### src/rtl/transpose_pkg.sv
// Shared FSM encodings, default dimensions and the dimension-saturation helper
// for the ping-pong transpose unit.
package transpose_pkg;

  typedef enum logic {
    W_IDLE = 1'b0,
    W_FILL = 1'b1
  } wstate_t;

  typedef enum logic {
    R_IDLE  = 1'b0,
    R_DRAIN = 1'b1
  } rstate_t;

  localparam int DEF_ROW_DIM    = 16;
  localparam int DEF_COL_DIM    = 16;
  localparam int DEF_DATA_WIDTH = 8;

  // Width of a dimension field able to hold 0..max_dim inclusive
  function automatic int dim_w(input int max_dim);
    return $clog2(max_dim) + 1;
  endfunction

  // Zero or out-of-range dimensions fall back to the full size
  function automatic int unsigned sat_dim(input int unsigned v, input int unsigned max_dim);
    if ((v == 32'd0) || (v > max_dim)) begin
      return max_dim;
    end else begin
      return v;
    end
  endfunction

endpackage

### src/rtl/transpose_bank.sv
// One tile of COL_DIM rows x ROW_DIM lanes: whole-row writes, column reads
// with output lanes at or beyond the tile's row count forced to zero.
module transpose_bank
  import transpose_pkg::*;
#(
  parameter int ROW_DIM    = DEF_ROW_DIM,
  parameter int COL_DIM    = DEF_COL_DIM,
  parameter int DATA_WIDTH = DEF_DATA_WIDTH
) (
  input  logic                          clk,
  input  logic                          i_we,
  input  logic [$clog2(COL_DIM)-1:0]    i_wr_row,
  input  logic [ROW_DIM*DATA_WIDTH-1:0] i_wr_data,
  input  logic [$clog2(ROW_DIM)-1:0]    i_rd_col,
  input  logic [$clog2(COL_DIM):0]      i_cfg_b,
  output logic [COL_DIM*DATA_WIDTH-1:0] o_rd_data
);

  localparam int BW = dim_w(COL_DIM);

  logic [DATA_WIDTH-1:0] r_mem [COL_DIM][ROW_DIM];

  // Row write; contents deliberately survive reset
  always_ff @(posedge clk) begin
    if (i_we) begin
      for (int l = 0; l < ROW_DIM; l++) begin
        r_mem[i_wr_row][l] <= i_wr_data[l*DATA_WIDTH +: DATA_WIDTH];
      end
    end
  end

  // Column read with lane masking
  always_comb begin
    o_rd_data = {(COL_DIM*DATA_WIDTH){1'b0}};
    for (int j = 0; j < COL_DIM; j++) begin
      if (BW'(j) < i_cfg_b) begin
        o_rd_data[j*DATA_WIDTH +: DATA_WIDTH] = r_mem[j][i_rd_col];
      end else begin
        o_rd_data[j*DATA_WIDTH +: DATA_WIDTH] = {DATA_WIDTH{1'b0}};
      end
    end
  end

endmodule

### src/rtl/transpose_pingpong.sv
// Runtime-sized matrix transpose with two banks in ping-pong: one tile fills
// while the previous one drains, valid/ready on both data sides.
module transpose_pingpong
  import transpose_pkg::*;
#(
  parameter int ROW_DIM    = DEF_ROW_DIM,
  parameter int COL_DIM    = DEF_COL_DIM,
  parameter int DATA_WIDTH = DEF_DATA_WIDTH
) (
  input  logic                          clk,
  input  logic                          reset,
  input  logic                          T_start,
  output logic                          start_ready,
  input  logic [$clog2(ROW_DIM):0]      A,
  input  logic [$clog2(COL_DIM):0]      B,
  input  logic [ROW_DIM*DATA_WIDTH-1:0] data_in,
  input  logic                          in_valid,
  output logic                          in_ready,
  output logic [COL_DIM*DATA_WIDTH-1:0] data_out,
  output logic                          out_valid,
  input  logic                          out_ready,
  output logic                          out_last,
  output logic                          T_end
);

  localparam int AW = dim_w(ROW_DIM);
  localparam int BW = dim_w(COL_DIM);
  localparam int CW = $clog2(ROW_DIM);
  localparam int RW = $clog2(COL_DIM);
  localparam int VW = COL_DIM * DATA_WIDTH;

  wstate_t r_wstate, w_wstate_nxt;
  rstate_t r_rstate, w_rstate_nxt;

  logic [1:0]    r_full;
  logic          r_wb;
  logic          r_rb;
  logic [BW-1:0] r_wr_cnt;
  logic [AW-1:0] r_rd_cnt;
  logic [AW-1:0] r_cfg_a [2];
  logic [BW-1:0] r_cfg_b [2];
  logic [VW-1:0] r_data_out;
  logic          r_t_end;

  logic [AW-1:0] w_a_sat;
  logic [BW-1:0] w_b_sat;
  logic          w_start_fire;
  logic          w_wr_fire;
  logic          w_wr_last;
  logic          w_drain_start;
  logic          w_rd_fire;
  logic          w_rd_last;
  logic [CW-1:0] w_rd_col;
  logic [VW-1:0] w_bank_rd [2];
  logic [VW-1:0] w_rd_data;

  assign w_a_sat = AW'(sat_dim(32'(A), 32'(ROW_DIM)));
  assign w_b_sat = BW'(sat_dim(32'(B), 32'(COL_DIM)));

  // start_ready looks at registered full, so a bank freed this cycle is usable next cycle
  assign start_ready = (r_wstate == W_IDLE) && !r_full[r_wb];
  assign out_valid   = (r_rstate == R_DRAIN);
  assign out_last    = (r_rstate == R_DRAIN) && (r_rd_cnt == (r_cfg_a[r_rb] - AW'(1'b1)));
  assign data_out    = r_data_out;
  assign T_end       = r_t_end;
  assign w_rd_data   = w_bank_rd[r_rb];

  // Write FSM state register
  always_ff @(posedge clk or posedge reset) begin
    if (reset) begin
      r_wstate <= W_IDLE;
    end else begin
      r_wstate <= w_wstate_nxt;
    end
  end

  // Write FSM next state and handshake decode
  always_comb begin
    w_wstate_nxt = r_wstate;
    w_start_fire = 1'b0;
    w_wr_fire    = 1'b0;
    w_wr_last    = 1'b0;
    in_ready     = 1'b0;
    case (r_wstate)
      W_IDLE: begin
        if (T_start && start_ready) begin
          w_start_fire = 1'b1;
          w_wstate_nxt = W_FILL;
        end else begin
          w_wstate_nxt = W_IDLE;
        end
      end
      W_FILL: begin
        in_ready = 1'b1;
        if (in_valid) begin
          w_wr_fire = 1'b1;
          if (r_wr_cnt == (r_cfg_b[r_wb] - BW'(1'b1))) begin
            w_wr_last    = 1'b1;
            w_wstate_nxt = W_IDLE;
          end else begin
            w_wstate_nxt = W_FILL;
          end
        end else begin
          w_wstate_nxt = W_FILL;
        end
      end
      default: begin
        w_wstate_nxt = W_IDLE;
      end
    endcase
  end

  // Write side datapath: tile config latch, row counter, bank toggle
  always_ff @(posedge clk or posedge reset) begin
    if (reset) begin
      r_wr_cnt   <= {BW{1'b0}};
      r_wb       <= 1'b0;
      r_cfg_a[0] <= {AW{1'b0}};
      r_cfg_a[1] <= {AW{1'b0}};
      r_cfg_b[0] <= {BW{1'b0}};
      r_cfg_b[1] <= {BW{1'b0}};
    end else begin
      if (w_start_fire) begin
        r_wr_cnt      <= {BW{1'b0}};
        r_cfg_a[r_wb] <= w_a_sat;
        r_cfg_b[r_wb] <= w_b_sat;
      end else if (w_wr_fire) begin
        if (w_wr_last) begin
          r_wr_cnt <= {BW{1'b0}};
          r_wb     <= ~r_wb;
        end else begin
          r_wr_cnt <= r_wr_cnt + BW'(1'b1);
        end
      end
    end
  end

  // Bank occupancy; writer and reader always target different banks
  always_ff @(posedge clk or posedge reset) begin
    if (reset) begin
      r_full <= 2'b00;
    end else begin
      for (int i = 0; i < 2; i++) begin
        if (w_wr_last && (r_wb == 1'(i))) begin
          r_full[i] <= 1'b1;
        end else if (w_rd_last && (r_rb == 1'(i))) begin
          r_full[i] <= 1'b0;
        end
      end
    end
  end

  // Read FSM state register
  always_ff @(posedge clk or posedge reset) begin
    if (reset) begin
      r_rstate <= R_IDLE;
    end else begin
      r_rstate <= w_rstate_nxt;
    end
  end

  // Read FSM next state and handshake decode
  always_comb begin
    w_rstate_nxt  = r_rstate;
    w_drain_start = 1'b0;
    w_rd_fire     = 1'b0;
    w_rd_last     = 1'b0;
    case (r_rstate)
      R_IDLE: begin
        if (r_full[r_rb]) begin
          w_drain_start = 1'b1;
          w_rstate_nxt  = R_DRAIN;
        end else begin
          w_rstate_nxt = R_IDLE;
        end
      end
      R_DRAIN: begin
        if (out_ready) begin
          w_rd_fire = 1'b1;
          if (r_rd_cnt == (r_cfg_a[r_rb] - AW'(1'b1))) begin
            w_rd_last    = 1'b1;
            w_rstate_nxt = R_IDLE;
          end else begin
            w_rstate_nxt = R_DRAIN;
          end
        end else begin
          w_rstate_nxt = R_DRAIN;
        end
      end
      default: begin
        w_rstate_nxt = R_IDLE;
      end
    endcase
  end

  // data_out is registered, so the bank is read one column ahead of the output
  always_comb begin
    if (r_rstate == R_DRAIN) begin
      w_rd_col = CW'(r_rd_cnt + AW'(1'b1));
    end else begin
      w_rd_col = {CW{1'b0}};
    end
  end

  // Read side datapath: column counter, bank toggle, output vector, T_end
  always_ff @(posedge clk or posedge reset) begin
    if (reset) begin
      r_rd_cnt   <= {AW{1'b0}};
      r_rb       <= 1'b0;
      r_data_out <= {VW{1'b0}};
      r_t_end    <= 1'b0;
    end else begin
      r_t_end <= w_rd_last;
      if (w_drain_start) begin
        r_rd_cnt   <= {AW{1'b0}};
        r_data_out <= w_rd_data;
      end else if (w_rd_fire) begin
        if (w_rd_last) begin
          r_rd_cnt   <= {AW{1'b0}};
          r_rb       <= ~r_rb;
          r_data_out <= {VW{1'b0}};
        end else begin
          r_rd_cnt   <= r_rd_cnt + AW'(1'b1);
          r_data_out <= w_rd_data;
        end
      end
    end
  end

  for (genvar g = 0; g < 2; g++) begin : g_bank
    transpose_bank #(
      .ROW_DIM   (ROW_DIM),
      .COL_DIM   (COL_DIM),
      .DATA_WIDTH(DATA_WIDTH)
    ) u_bank (
      .clk      (clk),
      .i_we     (w_wr_fire && (r_wb == 1'(g))),
      .i_wr_row (r_wr_cnt[RW-1:0]),
      .i_wr_data(data_in),
      .i_rd_col (w_rd_col),
      .i_cfg_b  (r_cfg_b[g]),
      .o_rd_data(w_bank_rd[g])
    );
  end

endmodule

### config.mk
export PLATFORM = sky130hd
export DESIGN_NAME = transpose_pingpong
export DESIGN_NICKNAME = d
export VERILOG_FILES = /design/src/rtl/transpose_pkg.sv /design/src/rtl/transpose_bank.sv /design/src/rtl/transpose_pingpong.sv
export SDC_FILE = /design/constraint.sdc
export NUM_CORES = 2
export LEC_CHECK = 0
export CORE_MARGIN = 2
export CORE_UTILIZATION = 42
export CTS_CLUSTER_DIAMETER = 150
export DETAILED_ROUTE_END_ITERATION = 8
export SLEW_MARGIN = 0
export SYNTH_ARGS = -nofsm -noshare
export SYNTH_HDL_FRONTEND = slang
export SYNTH_SLANG_ARGS = --single-unit
### constraint.sdc
create_clock -name clk -period 15.75 [get_ports clk]
set_input_delay 1.575 -clock clk [delete_from_list [all_inputs] [get_ports clk]]
set_output_delay 1.575 -clock clk [all_outputs]
set_load 0.005 [all_outputs]
Word level (Yosys, flattened, before mapping)
Memory sizes are Yosys's and may differ from the RTL's. Index checks and enable logic that the tools add are counted.

Register bits after elaboration: 165. RAM bits: 4096. Output and inout bits: 133. Word-level logic and storage cells: 278. Memories: 2.

Memory list: g_bank[0].u_bank.r_mem (words 16, bits a word 128, rd ports 16, clocked after Yosys merged registers in 0, write ports 1, line transpose_bank.sv:21) `logic [DATA_WIDTH-1:0] r_mem [COL_DIM][ROW_DIM];`; g_bank[1].u_bank.r_mem (words 16, bits a word 128, rd ports 16, clocked after Yosys merged registers in 0, write ports 1, line transpose_bank.sv:21).

$add $sub $neg: 4. Magnitude comparators: 40. Equality and inequality tests: 2. Multiplexer cells: 186. Bitwise gates (word level): 9. Reduce and logical (&&, ||, !) cells: 21.

Operators by type and width (number): $bmux W8 S4 (32); $mux W128 (6); $mux W8 (96); $lt A4 B5 Y1 const A (16); $mux W5 (15); $lt A3 B5 Y1 const A (8); $mux W1 (31); $bwmux W10 (2); $lt A1 B5 Y1 const A (4); $lt A2 B5 Y1 const A (4); $add A5 B1 Y5 const B (2); $eq A5 B5 Y1 (2); $gt A5 B5 Y1 const B (2); $logic_and A1 B1 Y1 (10); $logic_not A5 Y1 (2); $sub A5 B1 Y5 const B (2); $reduce_bool A2 Y1 (4); $not A1 Y1 (6); $reduce_and A3 Y1 (2); $demux W5 S1 (1); $ge A5 B5 Y1 const B (1); $not A4 Y5 (1); $ge A2 B2 Y1 const B (2); $lt A1 B2 Y1 const B (2); 6 further kinds (9).

Logic depth before layout (Yosys ltp)
Depth after elaboration: 13. Mapped depth: 15. Gate-level depth less buffers: 10.

Hierarchy
A second synthesis with hierarchy kept.

Cell total of the unflattened synthesis: 7409. Area total of the unflattened synthesis: 164143.7 um2.

By module, submodules not included: transpose_bank at g_bank[1].u_bank (instances 1, cells an instance 3388, area an instance 78250.0 um2); transpose_bank at g_bank[0].u_bank (instances 1, cells an instance 3223, area an instance 77599.4 um2); transpose_pingpong (instances 1, cells an instance 798, area an instance 8294.2 um2).

Worst setup path before layout
No wires, ideal clock.

Path type: in2reg. Start: input port in_valid. End: memory g_bank[0].u_bank.r_mem[15][0] (netlist name), enable pin. Library setup time: 0.772 ns. Arrival time: 10.401 ns. Required time: 14.978 ns. Slack: 4.577 ns. Stages: 2. Path through: nand2_1 > nor3_1.

Cells in the longest elaborated chain, start to end: 5.

Ends and longest elaborated chain: start, declared (line transpose_pingpong.sv:17) `input logic in_valid,`; $mux W1 (line transpose_pingpong.sv:95) `if (in_valid) begin`; $mux W1 (line transpose_pingpong.sv:84) `case (r_wstate)`; $logic_and A1 B1 Y1 (line transpose_pingpong.sv:237) `.i_we (w_wr_fire && (r_wb == 1'(g))),`; $mux W1 (line transpose_bank.sv:25) `if (i_we) begin`; $mux W1 (implied by the code) (line transpose_bank.sv:27) `r_mem[i_wr_row][l] <= i_wr_data[l*DATA_WIDTH +: DATA_WIDTH];`; end, declared (line transpose_bank.sv:21).

Every way passes these cells.

Worst setup path after layout
Start: register r_rd_cnt[0]. End: register r_data_out[97], in the netlist data_out[97].

Cells in the longest elaborated chain, start to end: 13.

Ends and longest elaborated chain: start, declared (line transpose_pingpong.sv:39) `logic [AW-1:0] r_rd_cnt;`; start signal, assigned (line transpose_pingpong.sv:208) `r_rd_cnt <= {AW{1'b0}};`; start signal, assigned (line transpose_pingpong.sv:215) `r_rd_cnt <= {AW{1'b0}};`; start signal, assigned (line transpose_pingpong.sv:219) `r_rd_cnt <= {AW{1'b0}};`; $add A5 B1 Y5; $mux W4 (line transpose_pingpong.sv:198) `if (r_rstate == R_DRAIN) begin`; $not A4 Y5 (implied by the code) (line transpose_bank.sv:37) `o_rd_data[j*DATA_WIDTH +: DATA_WIDTH] = r_mem[j][i_rd_col];`; $bmux W8 S4 (line transpose_bank.sv:37); $mux W8 (implied by the code) (2 in series) (line transpose_bank.sv:37); $mux W8 (line transpose_bank.sv:36) `if (BW'(j) < i_cfg_b) begin`; $mux W128 (implied by the code) (3 in series) (line transpose_pingpong.sv:66) `assign w_rd_data = w_bank_rd[r_rb];`; $mux W128 (line transpose_pingpong.sv:218) `if (w_rd_last) begin`; $mux W128 (line transpose_pingpong.sv:217) `end else if (w_rd_fire) begin`; $mux W128 (*) (line transpose_pingpong.sv:214) `if (w_drain_start) begin`; end signal, assigned (line transpose_pingpong.sv:216) `r_data_out <= w_rd_data;`; end signal, assigned (line transpose_pingpong.sv:221) `r_data_out <= {VW{1'b0}};`; end signal, assigned (line transpose_pingpong.sv:224) `r_data_out <= w_rd_data;`; end, declared (line transpose_pingpong.sv:42) `logic [VW-1:0] r_data_out;`.

Mark *: on every way between the ends. The rest lies on a longest branch, timed or not. The select of a mux whose other input is x is not followed. A chain may end at the register's enable or synchronous reset.

==> impl_metrics.json <==
{
  "synth_xor_area_frac": 0.00122,
  "intPower_uw": 22500,
  "clkSinkCount": 4261,
  "start_util": 0.422,
  "yosysUniqueCellTypes": 76,
  "grt_use_total": 0.296,
  "synth_top_family_by_area": "multiplexers",
  "synth.area.top_cells": "edfxtp_1 (75%), mux4_2 (7.9%), dfrtp_1 (2.5%)",
  "synth_edf_count": 4096,
  "cp-end-kind": "flip-flop",
  "rsz0062_at_grt": "false",
  "crit_type": "flip-flop to flip-flop",
  "synthAdderAreaFrac": 0.000686,
  "max_stage_delay_ns": 0.98,
  "synth-async-reset-ratio": 0.0387,
  "viasPerCell": 6.66,
  "numCtsBuffers": 411,
  "clock_path_buffers": 4,
  "gp_congestion": 0.888,
  "r2r-end": "data_out[97]",
  "holdBufCountCts": 0,
  "rrSetupSlack_ns": 8.99,
  "met3_length_mm": 92.8,
  "r2r_start": "r_rd_cnt[0]",
  "hpwlAfterDp_mm": 332,
  "hp-class": "flip-flop to flip-flop",
  "setup_tns_ns": 0,
  "hold_viol": 0,
  "skew_ns": 0.0485,
  "drcViolationCount": 0,
  "layout_setup_ws_ns": 8.99,
  "postCtsSetupBuffers": 0,
  "filler_cell_count": 32079,
  "cp-start-kind": "flip-flop",
  "switchingPower_uw": 11700,
  "post_cts_resized": 0,
  "io_buffer_count": 275,
  "vias": 98029,
  "layoutNonFillerInstCount": 14717,
  "die_y_um": 629,
  "maxCapViolCount": 2,
  "grt_pass1_wl_mm": 798,
  "synth-seq-cells": 4261,
  "drtIter0Drc": 20283,
  "die-area_sq_um": 396000,
  "slowest_stage": "dfrtp_4",
  "wl_met1_mm": 217,
  "power_per_cell_area_nw_per_um2": 183,
  "post-synth-top-area-fraction": 0.750,
  "power.leakage_uw": 0.0591,
  "cts_root_buf": "clkbuf_16",
  "overflow": 0,
  "tightest_slew_ns": 1.52,
  "cts_tree": "yes",
  "relSlewSlack": -0.0230,
  "reg2reg_depth": 12,
  "dp.cells": 13876,
  "fin_util": 0.480,
  "synth_compound_area_frac": 0.0728,
  "synth_ff_type": "edfxtp_1",
  "finalSetupViolCount": 0,
  "h-tree-depth": 5,
  "regArea_sq_um": 127000,
  "drive_gt1_frac": 0.194,
  "syn_area_sq_um": 164000,
  "yosysWarnings": 0,
  "ant_nets": 0,
  "hp-start": "r_cfg_a[4]",
  "synth_seq_area_share": 0.775,
  "period_share": 0.429,
  "grt_max_degree": 178,
  "path_cells": "ha_4 -> xnor2_2 -> buf_4 -> nor2_8 -> buf_4 -> buf_4 -> buf_4 -> buf_4 -> mux4_2 -> a22o_1 -> nor3_1 -> o21ai_1",
  "timing.fmax_mhz": 148,
  "insertion_delay_ns": 0.99,
  "syn2layout_area_growth_pct": 13.9,
  "sw_frac_of_total": 0.343,
  "die_w_um": 629,
  "routed.top_layer": "met5",
  "nets": 9246,
  "worstPathRequired_ns": 16.54,
  "outcome": "finished with violations",
  "routed_wl_mm": 597,
  "path_clk_slew_ns": 0.06,
  "violations": "capacitance limit, slew limit",
  "power_frac_seq": 0.393,
  "syn_area_per_cell_sq_um": 19.0,
  "multiInputGateArea_sq_um": 34700,
  "cp.arrival_ns": 7.55,
  "critPathBufInv": 5,
  "antenna_found_initial": 138,
  "dp_slack_ns": 9.08,
  "pin_count": 276,
  "ir_drop_mv": 0.260,
  "fin_crit_ns": 6.76,
  "pwr-share-clk": 0.293,
  "synth_nets": 8800,
  "min_delay_path_depth": 2,
  "pwr-share-comb": 0.314,
  "synth.area.mux_share": 0.102,
  "rows": 229,
  "worstPathMaxFanout": 71,
  "grt_pass1_vias": 90896,
  "firstDrtPassIters": 6,
  "finalMaxSlewViolations": 5,
  "whs_endpoint": "r_cfg_a[4]",
  "wl_per_cell_um": 40.6,
  "crit_family": "buffers and inverters",
  "netlist_instances": 8648,
  "synthSimpleGateAreaFrac": 0.0314,
  "wl_met2_mm": 262,
  "coreArea_sq_um": 389000,
  "crit_top_cell": "buf_4",
  "yosys.area.top_type": "edfxtp_1"
}
stage by stage:
stage / hold WS, ns / area, sq um / power (uW)
floorplan: 0.449 / 164000 / 20400
global placement: 0.471 / 173000 / 24100
detailed placement: 0.477 / 173000 / 24200
CTS: 0.491 / 187000 / 34100
global route: 0.518 / 187000 / 35100
finish: 0.489 / 187000 / 34300
final cells by class:
class | instances | share of cell area
tap | 5197 | 0.0348
clock inverter | 211 | 0.0117
clock buffer | 556 | 0.0612
timing repair buffer | 583 | 0.0252
sequential | 4261 | 0.680
multi-input combinational | 3824 | 0.185
inverter | 13 | 0.000341
antenna | 72 | 0.000964
synthesized netlist by cell type, drive strengths merged (55+ instances only):
cell type and n:
a211oi 146, a21oi 216, a221oi 133, a22o 93
a22oi 177, a311oi 75, and2 94, buf 320
clkbuf 230, dfrtp 165, edfxtp 4096, mux2 119
mux2i 241, mux4 579, nand2 483, nand3 139
nand4 55, nor2 214, o21ai 242, o221ai 90
o22ai 358
layout by cell type (no fill, tap or decap), types with 75 or more instances in the layout:
cell type,Yosys,routed
clkinv_2,0,81
o21ai_0,192,176
mux2_2,119,119
buf_4,54,370
nand2_1,483,479
mux2i_1,239,239
a22oi_1,177,177
nor2_1,212,168
nand3_1,138,138
and2_1,93,93
a311oi_1,75,75
a22o_1,93,93
clkdlybuf4s50_1,0,147
a221oi_1,133,133
mux4_2,579,579
o221ai_1,90,90
edfxtp_1,4096,4096
clkbuf_16,0,423
dfrtp_1,165,162
a211oi_1,144,144
a21oi_1,216,215
o22ai_1,358,354
clkbuf_1,229,97
worst max-delay path by stage:
stage                      from                            end  slack (ns)  cells past startpoint
floorplan              in_valid  g_bank[0].u_bank.r_mem[15][0]        4.58                      2
global placement    r_rd_cnt[0]                  data_out[101]        9.09                     12
detailed placement  r_rd_cnt[0]                   data_out[97]        9.08                     12
CTS                 r_rd_cnt[0]                   data_out[97]        9.08                     12
global route        r_rd_cnt[0]                  data_out[105]        8.92                     12
finish              r_rd_cnt[0]                   data_out[97]        8.99                     12
cells by family after synthesis:
family / after synthesis
DFF: 4261
AOI/OAI and AO/OA: 1728
and+or+nand+nor: 1126
muxes: 939
buffers and inverters: 563
xor gates and xnor gates: 22
adders and majority gates: 9
sequential cells by signal, indices dropped and copies added, names as in the netlist:
register and cells:
r_cfg_b 10, r_rd_cnt 5, g_bank.u_bank.r_mem 4096, r_full 2, r_cfg_a 10, r_wstate 1, r_wb 1, r_wr_cnt 5
T_end 1, r_rb 1, data_out 128, out_valid 1
worst reg2reg max path, delay by kind of cell (launching register included):
kind | cells | cell delay (ns)
AND/OR/NAND/NOR | 2 | 0.91
buffers and inverters | 5 | 3.49
AO/OA/AOI/OAI | 2 | 0.36
flip-flops | 1 | 0.98
XOR/XNOR | 1 | 0.07
adder cells (fa/ha/maj) | 1 | 0.32
multiplexers | 1 | 0.44
power by group through the flow:
stage / Clock, uW / Combinational (uW) / Sequential, uW
after detailed placement: 0 / 10500 / 13700
after global routing: 10500 / 11100 / 13500
final: 10100 / 10800 / 13500
after floorplan: 0 / 6860 / 13500
after global placement: 0 / 10400 / 13700
after CTS: 10100 / 10500 / 13500
metal layers:
metal	up-vias	global-route usage
met1	51465	0.411
met4	34	0.113
li1	36884	-
met5	-	0
met3	1153	0.0962
met2	8493	0.433
(Power assumes the default switching activity.)
